==> config.mk <==
export PLATFORM = sky130hd
export DESIGN_NAME = stack_arith_unit
export DESIGN_NICKNAME = d
export VERILOG_FILES = /design/src/rtl/stack_arith_unit_pkg.sv /design/src/rtl/stack_divider.sv /design/src/rtl/stack_arith_unit.sv
export SDC_FILE = /design/constraint.sdc
export NUM_CORES = 1
export LEC_CHECK = 0
export BUFFER_PORTS_ARGS = -buffer_cell sky130_fd_sc_hd__buf_4
export CAP_MARGIN = 0
export CORE_MARGIN = 1
export CORE_UTILIZATION = 40
export DETAILED_ROUTE_END_ITERATION = 12
export PLACE_DENSITY_LB_ADDON = 0.25
export SETUP_SLACK_MARGIN = 0.1
export SYNTH_ARGS = -nofsm -noshare
export SYNTH_HDL_FRONTEND = slang
export SYNTH_SLANG_ARGS = --single-unit
==> constraint.sdc <==
create_clock -name clk -period 14.3 [get_ports clk]
set_input_delay 0.715 -clock clk [delete_from_list [all_inputs] [get_ports clk]]
set_output_delay 0.715 -clock clk [all_outputs]
set_load 0.03 [all_outputs]
==> src/rtl/stack_arith_unit_pkg.sv <==
`default_nettype none
// ----------------------------------------------------------------------------
// stack_arith_unit_pkg : command codes and FSM states shared by the stack unit
// Rev 1.0 : initial release
// ----------------------------------------------------------------------------
package stack_arith_unit_pkg;

  localparam logic [2:0] OP_NOP  = 3'd0;
  localparam logic [2:0] OP_PUSH = 3'd1;
  localparam logic [2:0] OP_POP  = 3'd2;
  localparam logic [2:0] OP_ADD  = 3'd3;
  localparam logic [2:0] OP_SUB  = 3'd4;
  localparam logic [2:0] OP_MUL  = 3'd5;
  localparam logic [2:0] OP_DIV  = 3'd6;

  typedef enum logic [1:0] {
    STATE_IDLE    = 2'd0,
    STATE_DIV_RUN = 2'd1,
    STATE_DIV_WB  = 2'd2
  } state_t;

endpackage
`default_nettype wire

==> src/rtl/stack_divider.sv <==
`default_nettype none
// ----------------------------------------------------------------------------
// stack_divider : WIDTH-cycle restoring divider on magnitudes with sign fixup
// Rev 1.0 : initial release
// ----------------------------------------------------------------------------
module stack_divider #(
  parameter int WIDTH = 8
) (
  input  logic             clk,
  input  logic             reset,
  input  logic             start,
  input  logic             signed_mode,
  input  logic [WIDTH-1:0] dividend,
  input  logic [WIDTH-1:0] divisor,
  output logic             busy,
  output logic             done,
  output logic [WIDTH-1:0] quotient,
  output logic             overflow
);

  localparam int CNT_W = $clog2(WIDTH + 1);
  localparam logic [CNT_W-1:0] LAST = CNT_W'(WIDTH - 1);

  logic             running;
  logic [CNT_W-1:0] cnt;
  logic [WIDTH:0]   rem;
  logic [WIDTH-1:0] quo;
  logic [WIDTH-1:0] dvs;
  logic             neg;
  logic             ovf;
  logic [WIDTH:0]   shifted;
  logic [WIDTH:0]   trial;
  logic [WIDTH-1:0] mag_a;
  logic [WIDTH-1:0] mag_b;

  always_comb begin
    mag_a   = (signed_mode && dividend[WIDTH-1]) ? -dividend : dividend;
    mag_b   = (signed_mode && divisor[WIDTH-1])  ? -divisor  : divisor;
    shifted = {rem[WIDTH-1:0], quo[WIDTH-1]};
    trial   = shifted - {1'b0, dvs};
  end

  always_ff @(posedge clk) begin
    if (reset) begin
      running <= 1'b0;
      cnt     <= '0;
      rem     <= '0;
      quo     <= '0;
      dvs     <= '0;
      neg     <= 1'b0;
      ovf     <= 1'b0;
    end else if (start) begin
      running <= 1'b1;
      cnt     <= '0;
      rem     <= '0;
      quo     <= mag_a;
      dvs     <= mag_b;
      neg     <= signed_mode && (dividend[WIDTH-1] ^ divisor[WIDTH-1]);
      ovf     <= signed_mode && (dividend == {1'b1, {(WIDTH-1){1'b0}}}) && (&divisor);
    end else if (running) begin
      // A negative trial remainder means this quotient bit is 0: restore.
      if (trial[WIDTH]) begin
        rem <= shifted;
        quo <= {quo[WIDTH-2:0], 1'b0};
      end else begin
        rem <= trial;
        quo <= {quo[WIDTH-2:0], 1'b1};
      end
      cnt <= cnt + 1'b1;
      if (cnt == LAST) running <= 1'b0;
    end
  end

  // MIN/-1 magnitude quotient is 2^(WIDTH-1), which reads back as MIN unchanged.
  assign busy     = running;
  assign done     = running && (cnt == LAST);
  assign quotient = neg ? -quo : quo;
  assign overflow = ovf;

endmodule
`default_nettype wire

==> src/rtl/stack_arith_unit.sv <==
`default_nettype none
// ----------------------------------------------------------------------------
// stack_arith_unit : operand stack with add/sub/mul and multi-cycle divide
// Rev 1.0 : initial release
// ----------------------------------------------------------------------------
module stack_arith_unit
  import stack_arith_unit_pkg::*;
#(
  parameter int WIDTH = 8,
  parameter int DEPTH = 16
) (
  input  logic                     clk,
  input  logic                     reset,
  input  logic                     cmd_valid,
  output logic                     cmd_ready,
  input  logic [2:0]               cmd_op,
  input  logic [WIDTH-1:0]         cmd_data,
  input  logic                     signed_mode,
  output logic [WIDTH-1:0]         tos,
  output logic [$clog2(DEPTH):0]   count,
  output logic                     empty,
  output logic                     full,
  output logic                     done,
  output logic                     carry_out,
  output logic                     overflow,
  output logic                     div_zero,
  output logic                     stk_err
);

  localparam int PTR_W = $clog2(DEPTH);
  localparam int CNT_W = PTR_W + 1;

  logic [WIDTH-1:0]   mem [DEPTH];
  state_t             state;
  logic               pend_stk, pend_zero;
  logic [CNT_W-1:0]   count_m1, count_m2;
  logic [WIDTH-1:0]   a, b;
  logic               accept, have_two, binop;
  logic [WIDTH:0]     sum;
  logic [WIDTH-1:0]   diff;
  logic [2*WIDTH-1:0] prod_u;
  logic [2*WIDTH-1:0] prod_s;
  logic [WIDTH-1:0]   alu_res;
  logic               alu_c, alu_v;
  logic               wr_en;
  logic [PTR_W-1:0]   wr_addr;
  logic [WIDTH-1:0]   wr_data;
  logic               div_start, div_busy, div_done, div_ovf;
  logic [WIDTH-1:0]   div_q;

  assign count_m1  = count - CNT_W'(1);
  assign count_m2  = count - CNT_W'(2);
  assign a         = mem[count_m2[PTR_W-1:0]];
  assign b         = mem[count_m1[PTR_W-1:0]];
  assign tos       = (count == '0) ? '0 : b;
  assign empty     = (count == '0);
  assign full      = (count == CNT_W'(DEPTH));
  assign cmd_ready = (state == STATE_IDLE);
  assign accept    = cmd_valid && cmd_ready;
  assign have_two  = (count >= CNT_W'(2));
  assign binop     = (cmd_op == OP_ADD) || (cmd_op == OP_SUB) || (cmd_op == OP_MUL);
  assign div_start = accept && (cmd_op == OP_DIV) && have_two && (b != '0);

  always_comb begin
    sum    = {1'b0, a} + {1'b0, b};
    diff   = a - b;
    prod_u = {{WIDTH{1'b0}}, a} * {{WIDTH{1'b0}}, b};
    prod_s = {{WIDTH{a[WIDTH-1]}}, a} * {{WIDTH{b[WIDTH-1]}}, b};
    alu_res = sum[WIDTH-1:0];
    alu_c   = 1'b0;
    alu_v   = 1'b0;
    case (cmd_op)
      OP_ADD: begin
        alu_res = sum[WIDTH-1:0];
        alu_c   = sum[WIDTH];
        alu_v   = signed_mode && (a[WIDTH-1] == b[WIDTH-1]) && (sum[WIDTH-1] != a[WIDTH-1]);
      end
      OP_SUB: begin
        alu_res = diff;
        alu_c   = (a < b);
        alu_v   = signed_mode && (a[WIDTH-1] != b[WIDTH-1]) && (diff[WIDTH-1] != a[WIDTH-1]);
      end
      OP_MUL: begin
        alu_res = signed_mode ? prod_s[WIDTH-1:0] : prod_u[WIDTH-1:0];
        alu_c   = !signed_mode && (|prod_u[2*WIDTH-1:WIDTH]);
        // Signed product fits only if the upper half plus sign bit are all equal.
        alu_v   = signed_mode && (|prod_s[2*WIDTH-1:WIDTH-1]) && !(&prod_s[2*WIDTH-1:WIDTH-1]);
      end
      default: ;
    endcase
  end

  always_comb begin
    wr_en   = 1'b0;
    wr_addr = count_m2[PTR_W-1:0];
    wr_data = alu_res;
    if (state == STATE_IDLE && accept) begin
      if (cmd_op == OP_PUSH && !full) begin
        wr_en   = 1'b1;
        wr_addr = count[PTR_W-1:0];
        wr_data = cmd_data;
      end else if (binop && have_two) begin
        wr_en = 1'b1;
      end
    end else if (state == STATE_DIV_WB && !pend_stk && !pend_zero) begin
      wr_en   = 1'b1;
      wr_data = div_q;
    end
  end

  always_ff @(posedge clk) begin
    if (wr_en) mem[wr_addr] <= wr_data;
  end

  always_ff @(posedge clk) begin
    if (reset) begin
      state     <= STATE_IDLE;
      count     <= '0;
      done      <= 1'b0;
      carry_out <= 1'b0;
      overflow  <= 1'b0;
      div_zero  <= 1'b0;
      stk_err   <= 1'b0;
      pend_stk  <= 1'b0;
      pend_zero <= 1'b0;
    end else begin
      done <= 1'b0;
      case (state)
        STATE_IDLE: begin
          if (accept) begin
            if (cmd_op == OP_DIV) begin
              pend_stk  <= !have_two;
              pend_zero <= have_two && (b == '0);
              state     <= div_start ? STATE_DIV_RUN : STATE_DIV_WB;
            end else begin
              done      <= 1'b1;
              carry_out <= 1'b0;
              overflow  <= 1'b0;
              div_zero  <= 1'b0;
              stk_err   <= 1'b0;
              if (cmd_op == OP_PUSH) begin
                if (full) stk_err <= 1'b1;
                else      count   <= count + CNT_W'(1);
              end else if (cmd_op == OP_POP) begin
                if (empty) stk_err <= 1'b1;
                else       count   <= count_m1;
              end else if (binop) begin
                if (!have_two) begin
                  stk_err <= 1'b1;
                end else begin
                  count     <= count_m1;
                  carry_out <= alu_c;
                  overflow  <= alu_v;
                end
              end
            end
          end
        end
        STATE_DIV_RUN: begin
          if (div_done || !div_busy) state <= STATE_DIV_WB;
        end
        STATE_DIV_WB: begin
          state     <= STATE_IDLE;
          done      <= 1'b1;
          carry_out <= 1'b0;
          overflow  <= !pend_stk && !pend_zero && div_ovf;
          div_zero  <= pend_zero;
          stk_err   <= pend_stk;
          if (!pend_stk && !pend_zero) count <= count_m1;
        end
        default: state <= STATE_IDLE;
      endcase
    end
  end

  stack_divider #(.WIDTH(WIDTH)) u_div (
    .clk         (clk),
    .reset       (reset),
    .start       (div_start),
    .signed_mode (signed_mode),
    .dividend    (a),
    .divisor     (b),
    .busy        (div_busy),
    .done        (div_done),
    .quotient    (div_q),
    .overflow    (div_ovf)
  );

endmodule
`default_nettype wire

; ---- Word level (Yosys, flattened, before mapping)
; Memories as Yosys holds them, arrays and structs flattened.
; Cells that the tools add are included.
[classes]
n_bitwise = 1
add_sub_neg = 10
n_mul = 2
n_eq_ne = 24
mux = 70
n_lt_le_gt_ge = 2
reduce_logical = 50
[ops]
columns = operator, count
row1 = $mux W8, 11
row2 = $mux W5, 9
row3 = $mux W1, 34
row4 = $mul A8 B8 Y16, 2
row5 = $logic_and A1 B1 Y1, 25
row6 = $neg A8 Y8, 3
row7 = $pmux W8 S2, 1
row8 = $reduce_and A8 Y1, 2
row9 = $pmux W1 S2, 5
row10 = $pmux W5 S2, 1
row11 = $add A8 B8 Y9, 1
row12 = $eq A3 B3 Y1 const B, 3
row13 = $reduce_and A3 Y1, 3
row14 = $reduce_and A9 Y1, 1
row15 = $reduce_or A9 Y1, 1
row16 = $sub A9 B8 Y9, 1
row17 = $eq A8 B8 Y1 const B, 1
row18 = $logic_not A8 Y1, 1
row19 = $lt A8 B8 Y1, 1
row20 = $mux W2, 4
row21 = $mux W4, 2
row22 = $ne A4 B1 Y1 const B, 2
row23 = $reduce_bool A8 Y1, 1
row24 = $reduce_or A8 Y1, 1
row25 = 27 further kinds, 43
[word_totals]
out_inout_bits = 21
in_bits = 15
word_cells = 176
ff_bits = 45
ramBits = 128
memories = 1
[memory_table]
columns = name, depth, width, rd, rd_ports_with_merged_regs, wr, line
row1 = mem, 16, 8, 2, 0, 1, stack_arith_unit.sv:33  ; logic [WIDTH-1:0] mem [DEPTH];

; ---- Depth between registers and ports, before layout
; Gate-level depths: netlist of run 1.
; An unclocked memory read counts as a cell.
[depth]
ltp_word = 14
mapped_depth = 32

; ---- Cells and area by module
; Synthesis of run 1 repeated with hierarchy kept, for this count alone.
[hier_totals]
cells_unflattened = 1335
area_unflattened_um2 = 14400.1
[modules_own_cells]
columns = module, instances, area_per_inst_um2, cells_each
row1 = stack_arith_unit, 1, 12279.3, 1068
row2 = stack_divider, 1, 2120.8, 267

; ---- Worst setup path before layout of run 1
; Ideal clock, no wire load.
[synth_path]
path_kind = register to register
startpoint = reg count[1]
endpoint = reg overflow
setup_time_ns = 0.128
arrival_ns = 8.091
slack_ns = 6.081
path_buffers = 5
stages_incl_launch_ff = 31
required_time_ns = 14.172
period_less_slack_ns = 8.219
cell_sequence = dfxtp_1 > buf_1 > clkbuf_1 > inv_2 > ha_1 > buf_2 > buf_2 > buf_2 > mux4_2 > nand2_1 > nand2_1 > o21ai_1 > inv_1 > nand2_1 > inv_1 > ha_1 > inv_1 > fa_1 > fa_1 > fa_1 > inv_1 > ha_1 > and3_1 > a21oi_1 > a31oi_1 > a21o_1 > a21oi_1 > xor2_1 > or4_1 > o21ai_0 > a21oi_1
[synth_between]
elab_chain_len = 14
word_cells_on_any_way = 28
[synth_rtl]
columns = element, line
row1 = start: declaration, stack_arith_unit.sv:20  ; output logic [$clog2(DEPTH):0] count,
row2 = start signal: assignment, stack_arith_unit.sv:143  ; else count <= count + CNT_W'(1);
row3 = start signal: assignment, stack_arith_unit.sv:146  ; else count <= count_m1;
row4 = start signal: assignment, stack_arith_unit.sv:151  ; count <= count_m1;
row5 = $sub A5 B1 Y5 *, stack_arith_unit.sv:51  ; assign count_m1 = count - CNT_W'(1);
row6 = $mem_v2 Z16 W8 *, --
row7 = net b[0], stack_arith_unit.sv:37  ; logic [WIDTH-1:0] a, b;
row8 = $mul A8 B8 Y16, stack_arith_unit.sv:68  ; prod_s = {{WIDTH{a[WIDTH-1]}}, a} * {{WIDTH{b[WIDTH-1]}}, b};
row9 = $reduce_or A9 Y1 or $reduce_and A9 Y1 (tied branches), stack_arith_unit.sv:87  ; alu_v = signed_mode && (|prod_s[2*WIDTH-1:WIDTH-1]) && !(&prod_s[2*WIDTH-1:WIDTH-1]);
row10 = $logic_and A1 B1 Y1 or $logic_not A1 Y1 (tied branches), stack_arith_unit.sv:87
row11 = $logic_and A1 B1 Y1, stack_arith_unit.sv:87
row12 = $pmux W1 S3 *, stack_arith_unit.sv:72  ; case (cmd_op)
row13 = $mux W1 *, stack_arith_unit.sv:148  ; if (!have_two) begin
row14 = $mux W1 *, stack_arith_unit.sv:147  ; end else if (binop) begin
row15 = $mux W1 *, stack_arith_unit.sv:144  ; end else if (cmd_op == OP_POP) begin
row16 = $mux W1 *, stack_arith_unit.sv:141  ; if (cmd_op == OP_PUSH) begin
row17 = $mux W1 *, stack_arith_unit.sv:131  ; if (cmd_op == OP_DIV) begin
row18 = $mux W1 *, stack_arith_unit.sv:130  ; if (accept) begin
row19 = $pmux W1 S2 *, stack_arith_unit.sv:128  ; case (state)
row20 = end signal: assignment, stack_arith_unit.sv:153  ; overflow <= alu_v;
row21 = end signal: assignment, stack_arith_unit.sv:166  ; overflow <= !pend_stk && !pend_zero && div_ovf;
row22 = end: declaration, stack_arith_unit.sv:25  ; output logic overflow,
; Mark *: on every way through the listed nets, which the timed path passes. The rest lies on a longest branch. The select of a mux whose other input is x is not followed.
; A chain may end at the register's enable or synchronous reset.

; ---- Worst setup path in the final report of run 1
[layout_path]
startpoint = reg count[1]
endpoint = reg overflow
[layout_between]
elab_chain_len = 14
word_cells_on_any_way = 28
[layout_rtl]
columns = element, line
row1 = $sub A5 B1 Y5 or $sub A4 B2 Y4 (tied branches), "stack_arith_unit.sv:51, stack_arith_unit.sv:52"
row2 = $mem_v2 Z16 W8, --
row3 = $mul A8 B8 Y16, stack_arith_unit.sv:68
row4 = $reduce_or A9 Y1 or $reduce_and A9 Y1 (tied branches), stack_arith_unit.sv:87
row5 = $logic_and A1 B1 Y1 or $logic_not A1 Y1 (tied branches), stack_arith_unit.sv:87
row6 = $logic_and A1 B1 Y1, stack_arith_unit.sv:87
row7 = $pmux W1 S3, stack_arith_unit.sv:72
row8 = $mux W1 *, stack_arith_unit.sv:148
row9 = $mux W1 *, stack_arith_unit.sv:147
row10 = $mux W1 *, stack_arith_unit.sv:144
row11 = $mux W1 *, stack_arith_unit.sv:141
row12 = $mux W1 *, stack_arith_unit.sv:131
row13 = $mux W1 *, stack_arith_unit.sv:130
row14 = $pmux W1 S2 *, stack_arith_unit.sv:128
; Every way passes the cells marked *; elsewhere a longest branch is shown, timed or not. The select of a mux whose other input is x is not followed.

==> results of run 1 <==
## area by class of cell
type                       instances  area [um2]
fill                            3274       19200
multi-input combinational        925        8490
tap                              455         569
inverter                         178         668
sequential                       173        4750
timing repair buffer              58         435
clock buffer                      17         425
clock inverter                    14         133
## sequential cells by signal (all words and copies together) (netlist names)
register,flops
u_div.rem,8
u_div.quo,8
carry_out,1
count,5
stk_err,1
mem,128
state,2
u_div.neg,1
done,1
u_div.overflow,1
div_zero,1
pend_zero,1
u_div.busy,1
u_div.dvs,8
u_div.cnt,4
pend_stk,1
overflow,1
## cell usage after synthesis, drive strengths merged (5+ instances only)
cell,n
a22oi,6
o21bai,5
a21boi,5
or2,5
a211oi,30
clkbuf,31
fa,88
xor2,18
xnor2,41
nor3,18
dfxtp,45
and3,12
ha,95
nand2b,16
a21oi,51
inv,177
o31ai,6
nor2b,17
and2,7
or3,6
nor2,133
buf,25
o211ai,15
nor4,8
nand2,110
a21o,10
o22ai,5
nand3,20
a31oi,15
o21ai,40
mux4,65
edfxtp,128
mux2i,28
## worst max-delay path by stage
stage                                  to  cells past startpoint
detailed placement  overflow$_SDFFE_PP0P_                     24
CTS                 overflow$_SDFFE_PP0P_                     24
finish              overflow$_SDFFE_PP0P_                     24
floorplan           overflow$_SDFFE_PP0P_                     30
global placement    overflow$_SDFFE_PP0P_                     24
global route          mem[6][7]$_DFFE_PP_                     25
## per-stage QoR
step	utilization [%]	setup WS, ps
floorplan	-	6080
finish	44.7	5720
global placement	43.0	5820
CTS	44.7	5700
global route	44.7	5150
detailed placement	43.0	5700
## worst max-delay path: stages, from the launching register on
cell	delay (ps)
dfxtp_1	310
buf_4	390
inv_2	230
ha_2	720
buf_4	400
mux4_2	540
mux2_2	290
o21ai_1	450
clkinv_1	400
ha_1	320
inv_1	100
fa_1	480
fa_1	490
fa_1	510
fa_1	540
inv_1	40
ha_1	370
nand3_1	110
o2111ai_1	280
a21oi_1	160
o21ai_0	390
xnor2_1	130
or4_1	500
o21ai_0	160
a21oi_1	80
## metal layers
metal / vias to the layer above / wire length [um]
met3: 43 / 2390
li1: 4723 / -
met2: 363 / 18300
met5: - / 0
met1: 5136 / 15400
met4: 0 / 806
## placed cells by master (no fill, tap or decap), types with 6 or more instances in the layout
cell type | netlist | routed
o21ai_0 | 33 | 31
a31oi_1 | 15 | 14
xnor2_1 | 40 | 40
a211oi_2 | 11 | 11
inv_1 | 174 | 174
buf_4 | 8 | 58
edfxtp_1 | 128 | 128
nand3_1 | 20 | 20
nor4_1 | 8 | 8
dfxtp_1 | 45 | 44
a21o_1 | 10 | 10
xor2_1 | 18 | 17
mux2i_1 | 28 | 28
o211ai_1 | 15 | 15
and2_1 | 6 | 6
nand2_1 | 110 | 110
mux4_2 | 65 | 65
a211oi_1 | 19 | 19
a21oi_1 | 51 | 51
nand2b_1 | 15 | 15
nor2b_1 | 17 | 17
nor3_1 | 18 | 18
clkbuf_16 | 0 | 17
o21ai_1 | 5 | 7
a22oi_1 | 6 | 6
and3_1 | 12 | 12
nor2_1 | 133 | 133
fa_1 | 88 | 88
ha_1 | 95 | 94
## kinds of logic (layout without fill, tap and decap cells)
| family | after synthesis | in the layout | share of synthesized area, % |
|---|---|---|---|
| DFF | 173 | 173 | 33.6 |
| muxes | 97 | 97 | 12.7 |
| xor gates and xnor gates | 61 | 61 | 4.03 |
| adders and majority gates | 183 | 183 | 20.9 |
| and+or+nand+nor | 372 | 372 | 12.1 |
| buffers and inverters | 234 | 267 | 6.53 |
| AOI/OAI and AO/OA | 212 | 212 | 10.2 |
==> impl_metrics.json, run 1 <==
{
  "status": "finished, final reports clean",
  "path_class": "reg2reg",
  "path_max_fanout": 33,
  "core_area_um2": 34600,
  "report.final.slew_viol_count": 0,
  "dp_hpwl_um": 27700,
  "die_height_um": 190,
  "drtPass1Iterations": 7,
  "hp-start": "u_div.dvs[2]$_SDFFE_PP0P_",
  "yosys.area.top_type": "edfxtp_1",
  "wl_um": 36800,
  "holdBufCountCts": 0,
  "via_count": 10300,
  "dp.cells": 1789,
  "syn_to_final_growth_pct": 9.44,
  "timing.hold.ws_ps": 491,
  "netlist_instances": 1332,
  "dieArea_um2": 36100,
  "setup_viol": 0,
  "grt_pass1_wl_um": 57700,
  "rrSetupSlack_ps": 5720,
  "antenna_found_initial": 0,
  "start_util_pct": 40.8,
  "detail-route-antenna-nets": 0,
  "grtUsageMet3_pct": 3.01,
  "drv_cap": 0,
  "overflow": 0,
  "grt_pass1_vias": 10200,
  "num_rows": 68,
  "fin_skew_ps": 16.1,
  "io-pin-count": 36,
  "wl_per_cell_um": 20.2,
  "worst_slew_pin_slew_ps": 1220,
  "critPathCaptureType": "register",
  "min_period_over_period_pct": 60.0,
  "cts_resized": 0,
  "clock-root-buffer": "clkbuf_16",
  "synth_top_area_share_pct": 27.2,
  "syn_avg_cell_area_um2": 10.6,
  "h-tree-depth": 4,
  "fmax_ghz": 0.117,
  "port_buffers": 35,
  "setup-tns-final_ps": 0,
  "grt_max_degree": 60,
  "placed_area_um2": 14900,
  "busiest_layer": "met2",
  "viasPerCell": 5.64,
  "min_delay_path_depth": 2,
  "diodes": 0,
  "rr_startpoint": "count[1]$_SDFFE_PP0P_",
  "timing.slew.headroom_pct": 18.4,
  "synth-edff-count": 128,
  "layout-drive-gt1-share_pct": 13.6,
  "cts_setup_buffers": 0,
  "hold_class": "reg2reg",
  "clk_latency_ps": 440,
  "netlist_top_cells_area": "edfxtp_1 (27%), fa_1 (12%), mux4_2 (10%), ha_1 (8.4%), dfxtp_1 (6.4%)",
  "hold_viol": 0,
  "hold_end": "u_div.dvs[2]$_SDFFE_PP0P_",
  "synth_cell_types": 67,
  "cts_tree": "built",
  "yosysSeqAreaShare_pct": 33.6,
  "grt_usage_pct": 21.1,
  "syn-cell-area_um2": 14100,
  "use_met1_pct": 27.6,
  "start_kind": "register",
  "worstSetupStartpoint": "count[1]$_SDFFE_PP0P_",
  "place_congestion": 0.894,
  "yosys_warnings": 0,
  "drtIter0Drc": 799,
  "required_ps": 14600,
  "clkTransAtPathRegs_ps": 80,
  "async_reset_ff_share_pct": 0,
  "cts_buffers": 17,
  "synthesis.nets": 1530,
  "period_needed_ps": 8580,
  "arrival_ps": 8880,
  "grtUsageMet2_pct": 36.3,
  "clkSinkCount": 173,
  "rr_worst_depth": 24,
  "r2r_end": "overflow$_SDFFE_PP0P_",
  "die_w_um": 190,
  "drc_errors": 0,
  "synth-main-ff-cell": "edfxtp_1",
  "cts_buffer_depth": 2,
  "final_nets": 1551,
  "design_area_um2": 15500,
  "final_cell_count_no_fill": 1820,
  "synth_seq_cells": 173,
  "rsz0062_at_grt": "false"
}
Power of run 1 is left out: the tool's default activity adds up to more than one toggle a clock period on the data nets, which glitch-free logic cannot reach.
==> inputs of run 2 (changes only) <==
--- a/config.mk
+++ b/config.mk
@@ -5,6 +5,7 @@
 export SDC_FILE = /design/constraint.sdc
 export NUM_CORES = 1
 export LEC_CHECK = 0
+export ABC_AREA = 1
 export BUFFER_PORTS_ARGS = -buffer_cell sky130_fd_sc_hd__buf_4
 export CAP_MARGIN = 0
 export CORE_MARGIN = 1
==> constraint.sdc (replaced) <==
create_clock -name clk -period 7.8 [get_ports clk]
set_input_delay 0.39 -clock clk [delete_from_list [all_inputs] [get_ports clk]]
set_output_delay 0.39 -clock clk [all_outputs]
set_load 0.03 [all_outputs]
==> impl_metrics.json, run 2 <==
{
  "holdBufCountCts": 0,
  "yosysMostFrequentCell": "inv_1",
  "final_nets": 2064,
  "slowest_delay_ps": 580,
  "grt_usage_pct": 24.5,
  "grt_max_degree": 111,
  "port_buffers": 35,
  "dp.cells": 2315,
  "die_height_um": 195,
  "arrival_ps": 7560,
  "final_cell_count_no_fill": 2347,
  "syn_to_final_growth_pct": 7.97,
  "clock-root-buffer": "clkbuf_16",
  "register_area_um2": 4750,
  "min_period_over_period_pct": 92.8,
  "hold_class": "in2reg",
  "worst_slew_pin_slew_ps": 1160,
  "drc_errors": 0,
  "via_count": 12800,
  "fillers": 3657,
  "start_util_pct": 40.6,
  "place_congestion": 0.933,
  "grt_pass1_wl_um": 70800,
  "cts_tree": "built",
  "synth_seq_cells": 173,
  "core_area_um2": 36600,
  "crit_buf_inv": 7,
  "regMostFlops": "mem",
  "synth_top_area_share_pct": 25.9,
  "fin_util_pct": 43.8,
  "required_ps": 8120,
  "timing.slew.headroom_pct": 22.6,
  "setup_viol": 0,
  "period_needed_ps": 7240,
  "start_kind": "register",
  "synth-edff-count": 128,
  "critPathCaptureType": "register",
  "multi_input_area_um2": 8440,
  "netlist_top_cells_area": "edfxtp_1 (26%), fa_1 (12%), inv_1 (8.2%), nand2_1 (8.1%), ha_1 (8.0%)",
  "path_max_fanout": 10,
  "syn-cell-area_um2": 14900,
  "path_class": "reg2reg",
  "cts_buffer_depth": 2,
  "layout-drive-gt1-share_pct": 7.40,
  "num_rows": 70,
  "cts_resized": 0,
  "report.final.slew_viol_count": 0,
  "h-tree-depth": 4,
  "crit_top_cell": "nand2_1",
  "final_cell_mix": "inv_1 (323), nand2_1 (322), nor2_1 (161), nand3_1 (140), o21ai_0 (139)",
  "cts_buffers": 17,
  "wl_per_cell_um": 19.3,
  "clkSinkCount": 173,
  "cts_setup_buffers": 0,
  "grt_pass1_vias": 12400,
  "largest_reg_flops": 128,
  "drv_cap": 0,
  "yosys_warnings": 0,
  "diodes": 0,
  "setup-tns-final_ps": 0,
  "yosys.area.top_type": "edfxtp_1",
  "detail-route-antenna-nets": 0,
  "synth-main-ff-cell": "edfxtp_1",
  "final_common_cell": "inv_1",
  "clkTransAtPathRegs_ps": 70,
  "drtIter0Drc": 1224,
  "viasPerCell": 5.43,
  "dieArea_um2": 37900,
  "async_reset_ff_share_pct": 0,
  "io-pin-count": 36,
  "fin_skew_ps": 19.6,
  "synth_common_cells": "inv_1 (323), nand2_1 (322), nor2_1 (161)",
  "critPathTopFamily": "adder cells",
  "synthesis.nets": 2056,
  "slowest_stage": "fa_1",
  "yosysSeqAreaShare_pct": 31.9,
  "dp_hpwl_um": 34500,
  "wl_um": 45200,
  "netlist_instances": 1858,
  "status": "finished, final reports clean",
  "overflow": 0,
  "clk_latency_ps": 450,
  "rsz0062_at_grt": "false",
  "synth_cell_types": 52,
  "antenna_found_initial": 0,
  "drtPass1Iterations": 5,
  "syn_avg_cell_area_um2": 8.00,
  "fmax_ghz": 0.138,
  "die_w_um": 195,
  "hold_viol": 0
}
==> run 2: changes by cell type after synthesis, moves of 30 or more <==
cell     previous run  this run
xnor2_1            40        10
inv_1             174       323
o21ai_0            33       142
nand2_1           110       322
a21oi_1            51       133
nand3_1            20       140
mux4_2             65         0
==> run 2: worst paths after layout <==
kind / slack [ps] / to / startpoint / depth (start not counted)
setup / recovery: 560 / carry_out$_SDFFE_PP0P_ / count[1]$_SDFFE_PP0P_ / 30
hold / removal: 280 / div_zero$_SDFFE_PP0P_ / reset / 2
setup reg to reg: 560 / carry_out$_SDFFE_PP0P_ / count[1]$_SDFFE_PP0P_ / 30
hold reg to reg: 470 / u_div.dvs[7]$_SDFFE_PP0P_ / u_div.dvs[7]$_SDFFE_PP0P_ / 2
==> run 2: area by class of cell <==
cell class	instances	area share, %
clock buffer	17	2.65
tap	468	3.65
inverter	338	7.94
clock inverter	15	0.858
timing repair buffer	53	2.64
multi-input combinational	1283	52.6
sequential	173	29.6
==> run 2: metal layers <==
layer | routed length (um) | global-route usage (%) | up-vias
met5 | 0 | 0 | -
met3 | 3280 | 4.20 | 71
met1 | 20000 | 33.3 | 6116
li1 | - | - | 6078
met2 | 20700 | 38.9 | 485
met4 | 1230 | 8.94 | 0
==> run 2: cell families (layout without fill, tap and decap cells) <==
group / after synthesis / count (layout) / synth area share, %
simple gates: 676 / 676 / 19.3
buf+inv: 402 / 423 / 11.3
compound gates: 372 / 372 / 14.1
mux: 1 / 1 / 0.0674
xor+xnor: 51 / 51 / 3.40
flops: 173 / 173 / 31.9
fa+ha+maj: 183 / 183 / 19.9
==> run 2: through the flow <==
stage	setup slack [ps]	hold slack (ps)	instance area, um2
floorplan	1220	443	14900
global placement	738	463	15500
detailed placement	701	464	15500
CTS	659	267	16000
global route	152	291	16000
finish	562	278	16000
==> run 2: worst reg2reg max path: cells and delay by family (launching register included) <==
kind            cells  cell delay (ps)
flops               1              320
fa+ha+maj           7             3080
compound gates      3              500
simple gates       13             1890
buf+inv             7             1340
Power of run 2 is left out for the same reason.
